==> src/rtl/alu_sequencer_pkg.sv <==
// alu_sequencer_pkg: shared op codes, ALU mode constants and FSM state encoding
package alu_sequencer_pkg;
  localparam int W = 8;
  localparam int NW = 4;
  typedef enum logic [2:0] {
    OP_ADD  = 3'd0,
    OP_SUB  = 3'd1,
    OP_AND  = 3'd2,
    OP_OR   = 3'd3,
    OP_XOR  = 3'd4,
    OP_NAND = 3'd5,
    OP_NOR  = 3'd6,
    OP_NOT  = 3'd7
  } op_t;
  typedef enum logic [3:0] {
    MODE_ADC  = 4'b0001,
    MODE_SBC  = 4'b0011,
    MODE_AND  = 4'b0101,
    MODE_OR   = 4'b0110,
    MODE_NOT  = 4'b0111,
    MODE_XOR  = 4'b1000,
    MODE_NAND = 4'b1001,
    MODE_NOR  = 4'b1010,
    MODE_IDLE = 4'b1111
  } mode_t;
  typedef enum logic [1:0] {
    S_IDLE = 2'd0,
    S_LO   = 2'd1,
    S_HI   = 2'd2,
    S_DONE = 2'd3
  } state_t;
  function automatic mode_t mode_of(op_t op);
    return op == OP_ADD  ? MODE_ADC  :
           op == OP_SUB  ? MODE_SBC  :
           op == OP_AND  ? MODE_AND  :
           op == OP_OR   ? MODE_OR   :
           op == OP_XOR  ? MODE_XOR  :
           op == OP_NAND ? MODE_NAND :
           op == OP_NOR  ? MODE_NOR  : MODE_NOT;
  endfunction
endpackage

==> src/rtl/alu_sequencer_if.sv <==
// alu_sequencer_if: request/result handshake plus the nibble bus to the external ALU
interface alu_sequencer_if;
  import alu_sequencer_pkg::*;
  logic          op_valid;
  logic          op_ready;
  logic [2:0]    op_code;
  logic [W-1:0]  op_a;
  logic [W-1:0]  op_b;
  logic [NW-1:0] alu_a;
  logic [NW-1:0] alu_b;
  logic [3:0]    alu_mode;
  logic          alu_carry_f;
  logic          alu_borrow_f;
  logic [NW-1:0] alu_c;
  logic [3:0]    alu_flags;
  logic          res_valid;
  logic          res_ready;
  logic [W-1:0]  res_data;
  logic          res_cf;
  logic          res_zero;
  modport master (
    output op_valid, op_code, op_a, op_b, res_ready, alu_c, alu_flags,
    input  op_ready, alu_a, alu_b, alu_mode, alu_carry_f, alu_borrow_f,
           res_valid, res_data, res_cf, res_zero
  );
  modport slave (
    input  op_valid, op_code, op_a, op_b, res_ready, alu_c, alu_flags,
    output op_ready, alu_a, alu_b, alu_mode, alu_carry_f, alu_borrow_f,
           res_valid, res_data, res_cf, res_zero
  );
endinterface

==> src/rtl/alu_sequencer.sv <==
// alu_sequencer: runs an 8-bit operation as two nibble passes through an external 4-bit ALU
module alu_sequencer
  import alu_sequencer_pkg::*;
(
  input logic clk,
  input logic rst,
  alu_sequencer_if.slave bus
);
  state_t state;
  op_t code;
  logic [W-1:0] a, b, data;
  logic cb, zlo, cf, zero, is_add, is_sub, hi, run, flag_cb;
  assign is_add = code == OP_ADD;
  assign is_sub = code == OP_SUB;
  assign hi = state == S_HI;
  assign run = state == S_LO || hi;
  assign flag_cb = is_add ? bus.alu_flags[0] : is_sub ? bus.alu_flags[1] : 1'b0;
  // Sequence IDLE -> LO -> HI -> DONE, assembling the result one nibble per pass
  always_ff @(posedge clk) begin
    if (rst) begin
      state <= S_IDLE;
      code <= OP_ADD;
      a <= '0;
      b <= '0;
      cb <= 1'b0;
      zlo <= 1'b0;
      data <= '0;
      cf <= 1'b0;
      zero <= 1'b0;
    end else begin
      case (state)
        S_IDLE: if (bus.op_valid) begin
          state <= S_LO;
          code <= op_t'(bus.op_code);
          a <= bus.op_a;
          b <= bus.op_b;
        end
        S_LO: begin
          data[3:0] <= bus.alu_c;
          cb <= flag_cb;
          zlo <= bus.alu_flags[2];
          state <= S_HI;
        end
        S_HI: begin
          data[7:4] <= bus.alu_c;
          cf <= flag_cb;
          zero <= zlo & bus.alu_flags[2];
          state <= S_DONE;
        end
        default: if (bus.res_ready) state <= S_IDLE;
      endcase
    end
  end
  assign bus.op_ready = state == S_IDLE;
  assign bus.res_valid = state == S_DONE;
  assign bus.res_data = data;
  assign bus.res_cf = cf;
  assign bus.res_zero = zero;
  assign bus.alu_mode = run ? mode_of(code) : MODE_IDLE;
  assign bus.alu_a = run ? (hi ? a[7:4] : a[3:0]) : 4'h0;
  assign bus.alu_b = run && code != OP_NOT ? (hi ? b[7:4] : b[3:0]) : 4'h0;
  assign bus.alu_carry_f = hi && is_add && cb;
  assign bus.alu_borrow_f = hi && is_sub && cb;
endmodule

==> src/flat_wrapper.sv <==
// flat-port wrapper written by rule: the top's interface ports become plain ports
module alu_sequencer_flat import alu_sequencer_pkg::*;
  (clk, rst, bus_op_valid, bus_op_code, bus_op_a, bus_op_b, bus_res_ready, bus_alu_c, bus_alu_flags, bus_op_ready, bus_alu_a, bus_alu_b, bus_alu_mode, bus_alu_carry_f, bus_alu_borrow_f, bus_res_valid, bus_res_data, bus_res_cf, bus_res_zero);
  alu_sequencer_if bus_i ();
  input logic clk;
  input logic rst;
  input wire logic [$bits(bus_i.op_valid)-1:0] bus_op_valid;
  input wire logic [$bits(bus_i.op_code)-1:0] bus_op_code;
  input wire logic [$bits(bus_i.op_a)-1:0] bus_op_a;
  input wire logic [$bits(bus_i.op_b)-1:0] bus_op_b;
  input wire logic [$bits(bus_i.res_ready)-1:0] bus_res_ready;
  input wire logic [$bits(bus_i.alu_c)-1:0] bus_alu_c;
  input wire logic [$bits(bus_i.alu_flags)-1:0] bus_alu_flags;
  output wire logic [$bits(bus_i.op_ready)-1:0] bus_op_ready;
  output wire logic [$bits(bus_i.alu_a)-1:0] bus_alu_a;
  output wire logic [$bits(bus_i.alu_b)-1:0] bus_alu_b;
  output wire logic [$bits(bus_i.alu_mode)-1:0] bus_alu_mode;
  output wire logic [$bits(bus_i.alu_carry_f)-1:0] bus_alu_carry_f;
  output wire logic [$bits(bus_i.alu_borrow_f)-1:0] bus_alu_borrow_f;
  output wire logic [$bits(bus_i.res_valid)-1:0] bus_res_valid;
  output wire logic [$bits(bus_i.res_data)-1:0] bus_res_data;
  output wire logic [$bits(bus_i.res_cf)-1:0] bus_res_cf;
  output wire logic [$bits(bus_i.res_zero)-1:0] bus_res_zero;
  assign bus_i.op_valid = bus_op_valid;
  assign bus_i.op_code = bus_op_code;
  assign bus_i.op_a = bus_op_a;
  assign bus_i.op_b = bus_op_b;
  assign bus_i.res_ready = bus_res_ready;
  assign bus_i.alu_c = bus_alu_c;
  assign bus_i.alu_flags = bus_alu_flags;
  assign bus_op_ready = bus_i.op_ready;
  assign bus_alu_a = bus_i.alu_a;
  assign bus_alu_b = bus_i.alu_b;
  assign bus_alu_mode = bus_i.alu_mode;
  assign bus_alu_carry_f = bus_i.alu_carry_f;
  assign bus_alu_borrow_f = bus_i.alu_borrow_f;
  assign bus_res_valid = bus_i.res_valid;
  assign bus_res_data = bus_i.res_data;
  assign bus_res_cf = bus_i.res_cf;
  assign bus_res_zero = bus_i.res_zero;
  alu_sequencer u_core (.clk(clk), .rst(rst), .bus(bus_i));
endmodule
==> config.mk <==
export PLATFORM = sky130hd
export DESIGN_NAME = alu_sequencer_flat
export DESIGN_NICKNAME = d
export VERILOG_FILES = /design/src/rtl/alu_sequencer_pkg.sv /design/src/rtl/alu_sequencer_if.sv /design/src/rtl/alu_sequencer.sv /design/src/flat_wrapper.sv
export SDC_FILE = /design/constraint.sdc
export NUM_CORES = 1
export LEC_CHECK = 0
export BUFFER_PORTS_ARGS = -buffer_cell sky130_fd_sc_hd__buf_2
export CORE_MARGIN = 2
export CORE_UTILIZATION = 48
export DETAILED_ROUTE_END_ITERATION = 7
export PLACE_DENSITY = 0.87
export SLEW_MARGIN = 30
export SYNTH_ARGS = -nofsm -noshare
export SYNTH_HDL_FRONTEND = slang
export SYNTH_SLANG_ARGS = --single-unit
==> constraint.sdc <==
create_clock -name clk -period 1.85 [get_ports clk]
set_clock_uncertainty 0.1 [all_clocks]
set_input_delay 0.37 -clock clk [delete_from_list [all_inputs] [get_ports clk]]
set_output_delay 0.37 -clock clk [all_outputs]
set_load 0.005 [all_outputs]
==> impl_results.md, run 1 <==
* Ys Warns at 0
* Failing checks: setup timing
* CTS clk-pin slew, worst paths at 0.10 ns
* Number of synthesized register bits at 33
* Leakage at 0.878 nW
* Final WS setup at -0.0448 ns
* Area contributors post-synth: dfxtp_1 43%, mux2i_1 12%, nand2_1 11%, a21oi_1 6.2%, nor2_1 4.2%
* Crit path launch: u_core.state[0]$_SDFFE_PP0P_
* Worst setup path end: bus_alu_a[3]
* Min cycle time layout at 1.89 ns
* XOR/XNOR share of the synthesized area at 0
* Crit-path leading delay family: flip-flops
* WL final at 3.29 mm
* Core area at 0.00305 sq mm
* Detailed placement HPWL at 2.33 mm
* Synth area leader: dfxtp_1
* Clk root buf: clkbuf_4
* Power per cell area at 1340 mW/mm^2
* EDFF count, synth at 0
* Sequential Power Share at 0.352
* Final hold viol count at 0
* Cell variety after synth at 25
* Crit path largest cell delay at 0.38 ns
* Worst-Skew Late Latency at 0.32 ns
* Hold bufs inserted after CTS at 0
* Global Route Usage Sum at 0.197
* Worst Tran Pin Value at 0.451 ns
* Multi-input logic area at 815 sq um
* Crit-path slowest cell: dfxtp_4
* Port Buffer Count at 55
* Worst r2r src: u_core.state[0]$_SDFFE_PP0P_
* Simple-gate share of the synthesized area at 0.240
* Largest family of logic cells by synthesized area: simple AND/OR/NAND/NOR gates
* Buffers & Inverters on Critical Path at 3
* Die Area at 0.00366 sq mm
* Total Nets Final at 279
* Gate power share at 0.443
* RSZ-0062 raised after global routing: yes
* Worst r2r dst: u_core.state[0]$_SDFFE_PP0P_
* Multiplexer area fraction after synthesis at 0.125
* Vias at 1,400
* Hold WC Path Type: in -> reg
* Switching part of the total power at 0.343
* MaxCap Viol Count at 0
* R2r setup slk at 0.28 ns
* Prevailing post-synth register cell: dfxtp_1
* Synthesized area per cell at 8.46 sq um
* Die X-Extent at 60.5 um
* Vias in the first global route at 1,258
* Worst r2r path cells at 7
* Routed len/inst at 11.4 um
* First-pass DRT Iterations at 4
* Total power at 2.70 mW
* Number of buffers created by CTS at 5
* Internal Power at 1.78 mW
* Critical Path Start Type: register
* Final setup viols at 8
* H-tree lvl count at 2
* Iteration-0 DRC Markers at 49
* Top cell type's share of synthesized area at 0.431
* Via-to-Cell Ratio at 4.86
* Gate Count Post-Synth at 181
* TNS Setup at -0.230 ns
* Most frequent cell after synthesis: nand2_1
* CP endpoint kind: primary output
* Max clock buf depth at 2
* Max Slew Vio Count at 0
* Clock Power Share at 0.205
* Mapped Area at 0.00153 sq mm
* Synth async-reset ratio at 0
* # IOs at 57
* Required @ worst endpoint at 1.38 ns
* Tcrit/Tclk final at 1.02
* Max Fclk at 528 MHz
* Net Sw Power at 0.928 mW
* CTS tree: done
* Area Growth Syn to Fin at 31.6%
* Critical path, cell by cell: inv_6 -> ha_4 -> buf_8 -> mux2i_1 -> nor2b_1 -> buf_2
* Filler instances at 281
* Setup Crit Path Kind: reg -> out
* Largest net degree at the start of global routing at 26
* Initial Util at 0.502
* Synth Area in Compound Gates at 0.105
* Sequential area share after synthesis at 0.431
* Post-synth top cells: 46 x nand2_1, 33 x dfxtp_1, 19 x a21oi_1
* # clock sinks at 33
* Die height at 60.5 um
* Row count at 20
* Synth Net Count at 217
* Status: finished with violations
* DRC Markers at 0
* Rel. slew slack at 0.699
* First-pass GRT wire length at 5.33 mm
* ANT nets after route at 0
* WP depth at 6
* Initial antenna violation count at 0
* # diodes at 0
* Synth Area in Adders at 0.0408
* Share of cells above drive strength 1 at 0.365
* Reg area at 668 sq um
* Peak VDD IR at 576 uV
* Maximum fanout along the worst path at 8
* Routability cong. at 0.822
* Critical path arrival at 1.42 ns
* Grt ovf at 0
how the worst min path moves through the flow:
stage               slack, ns                        to  depth (start not counted)                      from
detailed placement       0.35  u_core.a[1]$_SDFFE_PP0P_                          2  u_core.a[1]$_SDFFE_PP0P_
global route             0.15  u_core.b[6]$_SDFFE_PP0P_                          3               bus_op_b[6]
floorplan                0.34  u_core.a[0]$_SDFFE_PP0P_                          2  u_core.a[0]$_SDFFE_PP0P_
global placement         0.34  u_core.b[4]$_SDFFE_PP0P_                          2  u_core.b[4]$_SDFFE_PP0P_
finish                   0.16  u_core.a[4]$_SDFFE_PP0P_                          3               bus_op_a[4]
CTS                      0.16  u_core.a[4]$_SDFFE_PP0P_                          3               bus_op_a[4]
worst register-to-register path, cell delays in order (launching register included):
cell and delay [ns]:
dfxtp_4 0.39, inv_6 0.05, ha_4 0.16, buf_8 0.14
buf_4 0.14, nor4_4 0.27, a21oi_2 0.07, o31ai_2 0.16
layer usage:
metal | global-route usage | part of all wire
met5 | 0 | 0
met4 | 0.0994 | 0.023
met3 | 0.0469 | 0.048
met2 | 0.351 | 0.50
met1 | 0.220 | 0.43
cell families (layout without fill, tap and decap cells):
| group | Yosys count | in the layout |
|---|---|---|
| AND/OR/NAND/NOR | 82 | 82 |
| flip-flops | 33 | 33 |
| multiplexers | 19 | 19 |
| adder cells (fa/ha/maj) | 5 | 5 |
| buffers and inverters | 15 | 78 |
| AO/OA/AOI/OAI | 27 | 27 |
registers in the layout, indices dropped and copies added, names as in the netlist:
signal,cells
u_core.state,2
u_core.bus.res_data,8
u_core.code,3
u_core.b,8
u_core.bus.res_cf,1
u_core.zlo,1
u_core.bus.res_zero,1
u_core.cb,1
u_core.a,8
cell usage in the layout, fill, tap and decap left out, drive strengths merged:
master  instances
o211ai          1
dfxtp          33
buf            66
mux2            1
nor2b           4
mux2i          18
and2            1
nand2b          6
a21oi          23
nor2           17
and2b           1
bufinv          1
clkbuf          7
nand3           5
inv             4
o21ai           2
o31ai           1
nand2          47
nor4            1
ha              5
area by class of cell:
cell class	instances	area share
repair buffers	66	0.185
clock inverters	1	0.0149
flip-flops and latches	33	0.331
inverters	4	0.00993
clock buffers	7	0.0273
well taps	44	0.0273
multi-input cells	133	0.404
power groups by stage:
stage	combinational [mW]	sequential, mW	clock (mW)
2_1_floorplan	0.723	0.935	0
6_report	1.20	0.952	0.555
4_1_cts	1.17	0.948	0.564
3_3_place_gp	0.990	0.943	0
5_1_grt	1.32	0.967	0.597
3_5_place_dp	1.01	0.953	0
through the flow:
step,setup slack (ns),hold slack [ns],instances,util,instance area [sq um]
after floorplan,0.174,0.336,181,-,1530
after detailed placement,0.0714,0.348,276,0.603,1840
after CTS,-0.0617,0.157,288,0.657,2000
after global placement,0.128,0.343,276,0.603,1840
after global routing,-0.143,0.154,288,0.660,2020
final,-0.0448,0.165,288,0.660,2020
repair_timing:
item                       4_1_cts  5_1_grt
resized for setup               15        3
pin swaps                        1        2
setup endpoints to repair       14       14
setup buffers                    3        0
gates cloned                     1        0
No activity file was read; power rests on OpenSTA's default activity.
==> run 2, diff against run 1 <==
--- a/config.mk
+++ b/config.mk
@@ -9,7 +9,8 @@
 export CORE_MARGIN = 2
 export CORE_UTILIZATION = 48
 export DETAILED_ROUTE_END_ITERATION = 7
-export PLACE_DENSITY = 0.87
+export PLACE_DENSITY = 0.77
+export REMOVE_ABC_BUFFERS = 1
 export SLEW_MARGIN = 30
 export SYNTH_ARGS = -nofsm -noshare
 export SYNTH_HDL_FRONTEND = slang
==> impl_results.md, run 2 (same netlist as run 1, synthesis figures left out) <==
* Clk root buf: clkbuf_4
* Post-Place Cells at 274 (-0.72%)
* Power per cell area at 1320 mW/mm^2 (-1.4%)
* Internal Power at 1.75 mW (-1.4%)
* Die Area at 0.00366 sq mm (unchanged)
* MaxCap Viol Count at 0 (unchanged)
* First-pass GRT wire length at 5.26 mm (-1.4%)
* Vias at 1,396 (-0.29%)
* Rel. slew slack at 0.766 (+0.0660)
* Detailed placement HPWL at 2.27 mm (-2.9%)
* Worst-Skew Late Latency at 0.34 ns (+0.02 ns)
* Worst r2r path cells at 8 (+1)
* Commonest non-fill, non-tap cells in the layout: 55 x buf_2, 45 x nand2_1, 31 x dfxtp_1
* Gate power share at 0.437 (-0.006)
* Multi-input logic area at 821 sq um (+0.77%)
* Vias in the first global route at 1,241 (-1.4%)
* Commonest non-fill, non-tap cell in the layout: buf_2
* Max clock buf depth at 2 (unchanged)
* Non-Filler Instances at 287 (-0.35%)
* Hold bufs inserted after CTS at 0 (unchanged)
* CP endpoint kind: primary output
* Hold path endpoint: u_core.a[4]$_SDFFE_PP0P_
* TNS Setup at -0.286 ns (-0.0554 ns)
* DRC Markers at 0 (unchanged)
* WP depth at 5 (-1)
* Setup Crit Path Kind: reg -> out
* Reg area at 668 sq um (unchanged)
* Row count at 20 (unchanged)
* Final hold viol count at 0 (unchanged)
* Critical path arrival at 1.47 ns (+0.05 ns)
* Hold WC Path Type: in -> reg
* Largest net degree at the start of global routing at 22 (-15%)
* Buffers & Inverters on Critical Path at 3 (unchanged)
* # IOs at 57 (unchanged)
* Routed len/inst at 11.6 um (+1.6%)
* Grt ovf at 0 (unchanged)
* Switching part of the total power at 0.345 (+0.00180)
* Worst r2r src: u_core.state[0]$_SDFFE_PP0P_
* Hold Startpoint: bus_op_a[4]
* Clock Power Share at 0.209 (+0.004)
* First-pass DRT Iterations at 4 (unchanged)
* Critical path, cell by cell: inv_2 -> ha_4 -> buf_6 -> nor2b_1 -> buf_2
* Sequential Power Share at 0.355 (+0.003)
* Total Nets Final at 278 (-0.36%)
* Post-route cell area at 0.00202 sq mm (+0.25%)
* Max Slew Vio Count at 0 (unchanged)
* Critical Path Start Type: register
* # diodes at 0 (unchanged)
* Iteration-0 DRC Markers at 72 (+47%)
* Min cycle time layout at 1.94 ns (+0.0479 ns)
* Failing checks: setup timing
* # clock sinks at 33 (unchanged)
* Initial antenna violation count at 0 (unchanged)
* WL final at 3.33 mm (+1.3%)
* Initial Util at 0.502 (unchanged)
* Share of cells above drive strength 1 at 0.370 (+0.00562)
* Final WS setup at -0.0927 ns (-0.0479 ns)
* Net Sw Power at 0.923 mW (-0.62%)
* Global Route Usage Sum at 0.196 (-0.00159)
* Max Fclk at 515 MHz (-2.5%)
* Placed Area at 0.00184 sq mm (-0.14%)
* Worst Tran Pin Value at 0.350 ns (-0.100 ns)
* Area Growth Syn to Fin at 31.9%
* Tcrit/Tclk final at 1.05 (+0.0259)
* R2r setup slk at 0.14 ns (-0.14 ns)
* H-tree lvl count at 2 (unchanged)
* Via-to-Cell Ratio at 4.86 (about the same)
* Core area at 0.00305 sq mm (unchanged)
* Final setup viols at 8 (unchanged)
* Status: finished with violations
* Peak VDD IR at 802 uV (+39%)
* CTS tree: done
* Required @ worst endpoint at 1.38 ns (about the same)
* Crit-path leading delay family: flip-flops
* RSZ-0062 raised after global routing: yes
* Hold path depth at 3 (unchanged)
* CTS clk-pin slew, worst paths at 0.10 ns (about the same)
* Die height at 60.5 um (unchanged)
* Die X-Extent at 60.5 um (unchanged)
* ANT nets after route at 0 (unchanged)
* Crit path largest cell delay at 0.38 ns (about the same)
* Routability cong. at 0.799 (-2.8%)
* Crit-path slowest cell: dfxtp_4
* Number of buffers created by CTS at 5 (unchanged)
* Leakage at 0.877 nW (-0.20%)
* Worst r2r dst: u_core.state[0]$_SDFFE_PP0P_
* Maximum fanout along the worst path at 7 (-1)
* Setup WS pre-CTS at 0.119 ns (+0.0478 ns)
* Filler instances at 277 (-1.4%)
* Port Buffer Count at 55 (unchanged)
## run 2: cell count changes in the layout (fill, tap and decap cells not counted), sizes merged
cell,previous run,this run
buf,66,65
## run 2: metrics by stage
step                hold slack (ns)  power [mW]   util
floorplan                     0.330        1.58      -
global placement              0.343        1.93  0.602
detailed placement            0.346        1.95  0.602
CTS                           0.145        2.66  0.656
global route                  0.136        2.86  0.662
finish                        0.153        2.67  0.662
## run 2: layout make-up
type | instances | share of cell area
multi-input combinational | 133 | 0.406
sequential | 33 | 0.331
timing repair buffer | 65 | 0.185
clock buffer | 7 | 0.0272
tap | 44 | 0.0272
clock inverter | 1 | 0.0149
inverter | 4 | 0.00867
## run 2: worst max-delay path by stage
| stage | endpoint | start | slack [ns] |
|---|---|---|---|
| after global routing | bus_alu_a[0] | u_core.state[1]$_SDFFE_PP0P_ | -0.16 |
| after CTS | bus_alu_b[1] | u_core.state[0]$_SDFFE_PP0P_ | -0.04 |
| after global placement | bus_alu_a[1] | u_core.state[0]$_SDFFE_PP0P_ | 0.15 |
| after detailed placement | bus_alu_a[3] | u_core.state[0]$_SDFFE_PP0P_ | 0.12 |
| final | bus_alu_a[0] | u_core.state[1]$_SDFFE_PP0P_ | -0.09 |
| after floorplan | bus_alu_borrow_f | u_core.state[0]$_SDFFE_PP0P_ | -0.02 |
## run 2: power by group through the flow
stage               Combinational (mW)  Clock (mW)  Sequential, mW
floorplan                        0.642           0           0.935
global placement                 0.985           0           0.943
detailed placement               0.999           0           0.950
CTS                               1.14       0.570           0.944
global route                      1.30       0.603           0.965
finish                            1.17       0.557           0.948
## run 2: repair_timing
item                       4_1_cts  5_1_grt
pin swaps                        2        2
setup endpoints to repair       14       13
resized for setup               14        3
buffers inserted                 4        1
## run 2: routing by layer
layer	wire length, um	global-route usage
met4	63	0.0870
met1	1400	0.212
met3	171	0.0618
met5	0	0
met2	1700	0.349
## run 2: worst register-to-register path, stage by stage, from the launching register on
cell and delay (ns):
dfxtp_4 0.37, inv_4 0.05, ha_4 0.16, buf_6 0.13
buf_4 0.13, buf_4 0.15, nor4_4 0.27, a21oi_2 0.08
o31ai_2 0.18
==> run 3, diff against run 2 <==
--- a/config.mk
+++ b/config.mk
@@ -7,9 +7,10 @@
 export LEC_CHECK = 0
 export BUFFER_PORTS_ARGS = -buffer_cell sky130_fd_sc_hd__buf_2
 export CORE_MARGIN = 2
-export CORE_UTILIZATION = 48
+export CORE_UTILIZATION = 50
+export CTS_BUF_LIST = sky130_fd_sc_hd__clkbuf_4
 export DETAILED_ROUTE_END_ITERATION = 7
-export PLACE_DENSITY = 0.77
+export PLACE_DENSITY = 0.8
 export REMOVE_ABC_BUFFERS = 1
 export SLEW_MARGIN = 30
 export SYNTH_ARGS = -nofsm -noshare
==> impl_results.md, run 3 (same netlist as run 1, synthesis figures left out) <==
* ANT nets after route at 0 (unchanged)
* Final setup viols at 11 (+3)
* Row count at 20 (unchanged)
* # clock sinks at 33 (unchanged)
* Failing checks: setup timing
* Status: finished with violations
* Die Area at 0.00352 sq mm (-3.7%)
* Final WS setup at -0.0587 ns (+0.0340 ns)
* Die height at 59.3 um (-1.9%)
* Gate power share at 0.484 (+0.047)
* Clock Power Share at 0.145 (-0.064)
* Area Growth Syn to Fin at 30.2%
* Min cycle time layout at 1.91 ns (-0.0340 ns)
* Hold WC Path Type: in -> reg
* Post-route cell area at 0.00199 sq mm (-1.3%)
* Routability cong. at 0.765 (-4.4%)
* Maximum fanout along the worst path at 4 (-3)
* Critical path arrival at 1.44 ns (-0.03 ns)
* Detailed placement HPWL at 2.23 mm (-1.7%)
* Placed Area at 0.00184 sq mm (about the same)
* Total power at 2.55 mW (-4.4%)
* Worst r2r path cells at 7 (-1)
* TNS Setup at -0.374 ns (-0.0884 ns)
* Post-Place Cells at 263 (-4.0%)
* Port Buffer Count at 55 (unchanged)
* WL final at 3.30 mm (-1.1%)
* Commonest non-fill, non-tap cell in the layout: buf_2
* H-tree lvl count at 2 (unchanged)
* Commonest non-fill, non-tap cells in the layout: 55 x buf_2, 45 x nand2_1, 30 x dfxtp_1
* Non-Filler Instances at 277 (-3.5%)
* MaxCap Viol Count at 0 (unchanged)
* Number of buffers created by CTS at 5 (unchanged)
* Max Slew Vio Count at 0 (unchanged)
* Worst-Skew Late Latency at 0.33 ns (about the same)
* Core area at 0.00298 sq mm (-2.5%)
* Global Route Usage Sum at 0.196 (+0.000782)
* Vias in the first global route at 1,170 (-5.7%)
* Die X-Extent at 59.3 um (-1.9%)
* Share of cells above drive strength 1 at 0.361 (-0.00971)
* Clk root buf: clkbuf_4
* Routed len/inst at 11.9 um (+2.5%)
* Power per cell area at 1280 mW/mm^2 (-3.2%)
* Tcrit/Tclk final at 1.03 (-0.0184)
* Filler instances at 264 (-4.7%)
* Internal Power at 1.62 mW (-7.6%)
* Peak VDD IR at 702 uV (-12%)
* Hold path depth at 3 (unchanged)
* CP endpoint kind: primary output
* DRC Markers at 0 (unchanged)
* Max Fclk at 524 MHz (+1.8%)
* Vias at 1,382 (-1.0%)
* Switching part of the total power at 0.367 (+0.0215)
* Grt ovf at 0 (unchanged)
* Net Sw Power at 0.937 mW (+1.5%)
* RSZ-0062 raised after global routing: yes
* Required @ worst endpoint at 1.38 ns (about the same)
* Worst Tran Pin Value at 0.357 ns (+0.00680 ns)
* First-pass DRT Iterations at 4 (unchanged)
* Largest net degree at the start of global routing at 21 (-4.5%)
* Max clock buf depth at 2 (unchanged)
* Iteration-0 DRC Markers at 25 (-65%)
* First-pass GRT wire length at 5.11 mm (-2.8%)
* Total Nets Final at 279 (+0.36%)
* Setup WS pre-CTS at 0.0966 ns (-0.0226 ns)
* Final hold viol count at 0 (unchanged)
* Critical Path Start Type: register
* CTS clk-pin slew, worst paths at 0.09 ns (about the same)
* # IOs at 57 (unchanged)
* Setup Crit Path Kind: reg -> out
* Sequential Power Share at 0.370 (+0.015)
* Initial Util at 0.514 (+0.0126)
* Initial antenna violation count at 0 (unchanged)
* # diodes at 0 (unchanged)
* Via-to-Cell Ratio at 4.99 (+2.6%)
* CTS tree: done
* Rel. slew slack at 0.761 (-0.00455)
* Leakage at 0.873 nW (-0.35%)
[run 3: metal layers]
| metal | part of all wire | up-vias | wire length [um] | global-route usage |
|---|---|---|---|---|
| met5 | 0 | - | 0 | 0 |
| met4 | 0.015 | 0 | 51 | 0.0779 |
| met3 | 0.063 | 6 | 208 | 0.0699 |
| met2 | 0.49 | 42 | 1620 | 0.322 |
| li1 | - | 718 | - | - |
| met1 | 0.43 | 616 | 1420 | 0.233 |
[run 3: power by group through the flow]
stage | clock network (mW) | registers (mW) | logic (mW)
after floorplan | 0 | 0.935 | 0.642
after global placement | 0 | 0.941 | 1.02
after detailed placement | 0 | 0.947 | 1.03
after CTS | 0.385 | 0.938 | 1.18
after global routing | 0.415 | 0.967 | 1.36
final | 0.371 | 0.946 | 1.24
[run 3: area by class of cell]
cell class              count  area (sq um)  share of cell area
clock buffers               5          37.5              0.0188
clock inverters             3          12.5             0.00627
multi-input cells         133           810               0.406
inverters                   4          20.0              0.0100
flip-flops and latches     33           669               0.336
repair buffers             66           404               0.203
well taps                  33          41.3              0.0207
[run 3: critical path, stage by stage, from the launching register on]
cell and delay (ns):
dfxtp_4 0.36, inv_4 0.07, ha_4 0.17, clkbuf_16 0.15
mux2i_1 0.17, nor2_1 0.06, buf_2 0.12
[run 3: repair_timing]
action,CTS,global route
setup buffers,4,1
hold buffers,0,0
cloned,0,1
resized for setup,12,2
pin swaps,1,1
hold endpoints to repair,0,0
endpoints found under the setup margin,14,12
[run 3: worst paths after layout]
check	startpoint	to	slack (ns)
hold reg to reg	u_core.b[0]$_SDFFE_PP0P_	u_core.b[0]$_SDFFE_PP0P_	0.36
hold / removal	bus_op_code[0]	u_core.code[0]$_SDFFE_PP0P_	0.16
setup / recovery	u_core.state[0]$_SDFFE_PP0P_	bus_alu_b[1]	-0.06
setup reg to reg	u_core.state[0]$_SDFFE_PP0P_	u_core.state[0]$_SDFFE_PP0P_	0.23
[run 3: through the flow]
| step | hold WS [ns] | utilization |
|---|---|---|
| final | 0.158 | 0.670 |
| after global routing | 0.140 | 0.670 |
| after CTS | 0.149 | 0.658 |
| after detailed placement | 0.347 | 0.617 |
| after global placement | 0.343 | 0.617 |
| after floorplan | 0.330 | - |
